--- src/rtl/lsu_mem_port.sv ---
// Load/store port: steers bytes to a handshaked data memory and formats load data for writeback.
// Latency: load 4 cycles minimum, store 3, faulted access 2; the core is stalled until DONE.
// Backpressure: the memory request is held stable until mem_gnt; a watchdog aborts slow accesses.
module lsu_mem_port #(
  parameter int TIMEOUT = 255,
  parameter int CNT_W   = 8
) (
  input  logic        clk,
  input  logic        rst_n,
  input  logic        req_valid,
  input  logic        req_we,
  input  logic [2:0]  req_funct3,
  input  logic [31:0] req_addr,
  input  logic [31:0] req_wdata,
  output logic        stall,
  output logic [31:0] load_data,
  output logic        err,
  output logic        mem_req,
  output logic        mem_we,
  output logic [31:0] mem_addr,
  output logic [31:0] mem_wdata,
  output logic [3:0]  mem_be,
  input  logic        mem_gnt,
  input  logic        mem_rvalid,
  input  logic [31:0] mem_rdata
);

  typedef enum logic [1:0] {IDLE, REQ, WAIT, DONE} state_t;

  // Counter value seen in the last cycle the access is allowed to spend in REQ+WAIT.
  localparam bit              WD_EN   = (TIMEOUT != 0);
  localparam logic [CNT_W-1:0] WD_LAST = CNT_W'((TIMEOUT == 0) ? 0 : TIMEOUT - 1);

  state_t           state, state_nxt;
  logic [CNT_W-1:0] wd_cnt;
  logic [2:0]       f3_q;
  logic [1:0]       off_q;
  logic             fault_q;

  logic             f3_legal, misaligned;
  logic [3:0]       be_nxt;
  logic [31:0]      wdata_nxt;
  logic [7:0]       rd_byte;
  logic [15:0]      rd_half;
  logic [31:0]      load_fmt;
  logic             wd_last;
  logic             accept, fault, abort, capture;

  assign wd_last = WD_EN && (wd_cnt == WD_LAST);

  // Classify the incoming request: legal funct3 for its direction, natural alignment.
  always_comb begin
    f3_legal   = 1'b0;
    misaligned = 1'b0;
    if (req_we) f3_legal = (req_funct3 <= 3'd2);
    else        f3_legal = (req_funct3 != 3'd3) && (req_funct3 <= 3'd5);
    case (req_funct3[1:0])
      2'd1:    misaligned = req_addr[0];
      2'd2:    misaligned = (req_addr[1:0] != 2'b00);
      default: misaligned = 1'b0;
    endcase
  end

  // Store lane replication and byte enables; loads always read the whole word.
  always_comb begin
    be_nxt    = 4'b1111;
    wdata_nxt = req_wdata;
    if (req_we) begin
      case (req_funct3[1:0])
        2'd0: begin
          be_nxt    = 4'b0001 << req_addr[1:0];
          wdata_nxt = {4{req_wdata[7:0]}};
        end
        2'd1: begin
          be_nxt    = req_addr[1] ? 4'b1100 : 4'b0011;
          wdata_nxt = {2{req_wdata[15:0]}};
        end
        default: ;
      endcase
    end
  end

  // Pick the addressed byte/half from the returned word and extend it.
  always_comb begin
    case (off_q)
      2'd0:    rd_byte = mem_rdata[7:0];
      2'd1:    rd_byte = mem_rdata[15:8];
      2'd2:    rd_byte = mem_rdata[23:16];
      default: rd_byte = mem_rdata[31:24];
    endcase
    rd_half = off_q[1] ? mem_rdata[31:16] : mem_rdata[15:0];
    case (f3_q)
      3'd0:    load_fmt = {{24{rd_byte[7]}}, rd_byte};
      3'd1:    load_fmt = {{16{rd_half[15]}}, rd_half};
      3'd4:    load_fmt = {24'd0, rd_byte};
      3'd5:    load_fmt = {16'd0, rd_half};
      default: load_fmt = mem_rdata;
    endcase
  end

  // Next state and per-cycle events; completion beats the watchdog in its final cycle.
  always_comb begin
    state_nxt = state;
    accept    = 1'b0;
    fault     = 1'b0;
    abort     = 1'b0;
    capture   = 1'b0;
    case (state)
      IDLE: begin
        if (req_valid) begin
          if (f3_legal && !misaligned) begin
            accept    = 1'b1;
            state_nxt = REQ;
          end else begin
            fault     = 1'b1;
            state_nxt = DONE;
          end
        end
      end
      REQ: begin
        if (mem_gnt && mem_we) begin
          state_nxt = DONE;
        end else if (wd_last) begin
          abort     = 1'b1;
          state_nxt = DONE;
        end else if (mem_gnt) begin
          state_nxt = WAIT;
        end
      end
      WAIT: begin
        if (mem_rvalid) begin
          capture   = 1'b1;
          state_nxt = DONE;
        end else if (wd_last) begin
          abort     = 1'b1;
          state_nxt = DONE;
        end
      end
      default: state_nxt = IDLE;
    endcase
  end

  assign stall   = ((state == IDLE) && req_valid) || (state == REQ) || (state == WAIT);
  assign mem_req = (state == REQ);
  assign err     = (state == DONE) && fault_q;

  // State register.
  always_ff @(posedge clk) begin
    if (!rst_n) state <= IDLE;
    else        state <= state_nxt;
  end

  // Request registers, fault flag, load result and watchdog counter.
  always_ff @(posedge clk) begin
    if (!rst_n) begin
      mem_we    <= 1'b0;
      mem_addr  <= '0;
      mem_wdata <= '0;
      mem_be    <= '0;
      f3_q      <= '0;
      off_q     <= '0;
      fault_q   <= 1'b0;
      load_data <= '0;
      wd_cnt    <= '0;
    end else begin
      if (accept) begin
        mem_we    <= req_we;
        mem_addr  <= {req_addr[31:2], 2'b00};
        mem_wdata <= wdata_nxt;
        mem_be    <= be_nxt;
        f3_q      <= req_funct3;
        off_q     <= req_addr[1:0];
      end
      if (accept)              fault_q <= 1'b0;
      else if (fault || abort) fault_q <= 1'b1;
      if (fault || abort) load_data <= '0;
      else if (capture)   load_data <= load_fmt;
      if (accept)                               wd_cnt <= '0;
      else if ((state == REQ) || (state == WAIT)) wd_cnt <= wd_cnt + 1'b1;
    end
  end

endmodule

--- config.mk ---
export PLATFORM = sky130hd
export DESIGN_NAME = lsu_mem_port
export DESIGN_NICKNAME = d
export VERILOG_FILES = /design/src/rtl/lsu_mem_port.sv
export SDC_FILE = /design/constraint.sdc
export NUM_CORES = 1
export LEC_CHECK = 0
export ABC_AREA = 1
export CORE_AREA = 10 10 163 165
export CTS_CLUSTER_DIAMETER = 200
export CTS_CLUSTER_SIZE = 14
export DETAILED_ROUTE_END_ITERATION = 10
export DIE_AREA = 0 0 173 175
export PLACE_DENSITY = 0.46
export SYNTH_ARGS = -nofsm -noshare
export SYNTH_HDL_FRONTEND = slang
export SYNTH_SLANG_ARGS = --single-unit
--- constraint.sdc ---
create_clock -name clk -period 2.4 [get_ports clk]
set_input_delay 0.36 -clock clk [delete_from_list [all_inputs] [get_ports clk]]
set_output_delay 0.36 -clock clk [all_outputs]
set_load 0.02 [all_outputs]
==> results_dict.tcl <==
set metrics [dict create \
    rsz0062_at_grt "false" \
    synth.avg_cell_area_um2 6.71 \
    whs_ns 0.463 \
    ir_worst_vdd_v 0.000564 \
    power-per-cell-area_nw_per_um2 847 \
    p_total_uw 7430 \
    swShare 0.351 \
    core_area_um2 23300 \
    synth_flop_cell "dfxtp_1" \
    cp.required_ns 2.04 \
    ys_seq_area_frac 0.403 \
    initial_core_util 0.245 \
    p_leak_uw 0.00354 \
    placed_cells 1350 \
    overflow 0 \
    p_seq_frac 0.311 \
    via_per_inst 4.37 \
    area_delta_synth_final_pct 53.7 \
    antenna_found_initial 2 \
    cpPeakStageDelay_ns 0.54 \
    cts.sinks 115 \
    drtIter0Drc 319 \
    fmax_mhz 448 \
    grt_max_degree 56 \
    p_sw_uw 2610 \
    ys_warn_count 0 \
    nets 1166 \
    tns_ns 0 \
    setup_viol 0 \
    min_period_ns 2.23 \
    p_clk_frac 0.348 \
    hold_viol 0 \
    cts-hold-fix-buffers 0 \
    ys_seq_elements 115 \
    dpl_cell_area_um2 8170 \
    grt_pass1_vias 5936 \
    clock_path_buffers 2 \
    clkTransAtPathRegs_ns 0.06 \
    io_pins 209 \
    cts_buffers 17 \
    synth_edf_count 0 \
    period_share 0.931 \
    drc 0 \
    skew_ns 0.0108 \
    status "finished clean" \
    cp_data_arrival_time_ns 1.87 \
    synth.largest_area_cell "dfxtp_1" \
    drive_gt1_frac 0.0969 \
    synth.distinct_cells 32 \
    end_kind "primary output" \
    async_flop_share 0 \
    drt-wirelength-per-cell_um 16.0 \
    finalWirelength_um 22100 \
    instances_no_fill 1384 \
    drv_cap 0 \
    root_buffer "clkbuf_16" \
    critPathLaunchType "flop" \
    ant_nets 0 \
    stdcell_area_um2 8770 \
    yosysTopAreaCellShare 0.403 \
    maxSlewHeadroom 0.613 \
    worst_path_max_delay_cell "clkdlybuf4s50_1" \
    tightest_slew_ns 0.577 \
    grt_pass1_wl_um 34200 \
    p_comb_frac 0.341 \
    critical_path_class "flop to primary output" \
    die_h_um 175 \
    cp_cell_sequence "inv_1, ha_1, nor2_1, nand2_1, clkdlybuf4s50_1" \
    hold_class "flop to flop" \
    internal-power_uw 4820 \
    vias 6052 \
    port_buffers 206 \
    grt_use_total 0.141 \
    fp.dieW_um 173 \
    gp_congestion 0.804 \
    htreeDepth 4 \
    cts_tree "yes" \
    drt_pass1_iterations 5 \
    drv_slew 0 \
    syn_area_um2 5710 \
    die_area_um2 30300 \
    row_count 56 \
    dp_hpwl_um 16500 \
    cts_setup_buffers 0 \
    cts_resized 0 \
    critical_path_peak_fanout 5 \
    clk_latency_ns 0.42 \
    syn_inst 851 \
    yosys-top-cells-area "dfxtp_1 40%, nand2_1 16%, nor2_1 7.7%" \
]
-- area by class of cell --
type | instances | area (um^2)
fill | 2522 | 14500
multi-input combinational | 632 | 2950
timing repair buffer | 232 | 2330
sequential | 115 | 2300
clock buffer | 17 | 425
tap | 319 | 399
inverter | 52 | 195
clock inverter | 15 | 170
antenna | 2 | 5.00
-- cells in the final DEF (no fill, tap or decap), drive strengths merged, types with 7 or more instances in the layout --
cell type / netlist / final
nand4: 26 / 26
or2: 32 / 32
buf: 27 / 27
nand2: 252 / 252
a22o: 7 / 7
ha: 11 / 11
clkinv: 2 / 7
clkdlybuf4s50: 0 / 205
dfxtp: 115 / 115
o21ai: 64 / 64
inv: 50 / 56
clkbuf: 26 / 17
nand3: 25 / 25
nor2: 117 / 117
a21oi: 83 / 83
-- stage by stage --
| step | util | setup slack, ns |
|---|---|---|
| 2_1_floorplan | - | 0.730 |
| 3_3_place_gp | 0.351 | 0.146 |
| 3_5_place_dp | 0.351 | 0.126 |
| 4_1_cts | 0.377 | 0.0950 |
| 5_1_grt | 0.377 | 0.0463 |
| 6_report | 0.377 | 0.167 |
-- worst max-delay path, delay by kind of cell, from the launching register on --
kind,cells,cell delay [ns]
buf+inv,2,0.63
flops,1,0.41
fa+ha+maj,1,0.26
simple gates,2,0.16
-- cells in the mapped netlist, types with 2 or more instances --
library cell	number
a21oi_1	82
a22o_1	7
buf_1	4
buf_2	13
buf_4	6
buf_6	4
clkbuf_1	25
clkinv_1	2
dfxtp_1	115
ha_1	11
inv_1	46
inv_2	4
nand2_1	248
nand2_2	4
nand3_1	24
nand4_1	25
nor2_1	117
o21ai_0	58
o21ai_1	6
o22ai_1	4
or2_2	32
xor2_1	4
-- kinds of logic after synthesis --
family                     count (synthesis)  synth area share
buffers and inverters                    105            0.0813
xor gates and xnor gates                   5           0.00767
DFF                                      115             0.403
adders and majority gates                 11            0.0241
other                                      1          0.000657
AOI/OAI and AO/OA                        161             0.149
and+or+nand+nor                          453             0.334
-- registers in the layout, indices dropped and copies added, names as in the netlist --
name / count
mem_we: 1
off_q: 2
fault_q: 1
wd_cnt: 8
mem_wdata: 32
mem_addr: 30
f3_q: 3
state: 2
load_data: 32
mem_be: 4
-- final timing paths --
check / startpoint / end / slack [ns] / cells past startpoint
worst max-delay path: state[0] / stall / 0.17 / 5
worst min register to register: mem_addr[7] / mem_addr[7] / 0.46 / 2
worst min-delay path: mem_addr[7] / mem_addr[7] / 0.46 / 2
worst max register to register: state[0] / load_data[28] / 0.48 / 8
-- power by group through the flow --
| stage | registers, uW | logic [uW] | clock network [uW] |
|---|---|---|---|
| 2_1_floorplan | 2560 | 1260 | 0 |
| 3_3_place_gp | 2350 | 2570 | 0 |
| 3_5_place_dp | 2350 | 2560 | 0 |
| 4_1_cts | 2320 | 2580 | 2650 |
| 5_1_grt | 2350 | 2800 | 2740 |
| 6_report | 2310 | 2530 | 2580 |
-- layer usage --
metal / track usage / vias to the layer above / wire length [um]
li1: - / 3135 / -
met1: 0.173 / 2708 / 10100
met2: 0.214 / 191 / 9600
met3: 0.0722 / 16 / 2180
met4: 0.0338 / 2 / 190
met5: 0 / - / 13
Power figures use the tool's default switching activity.
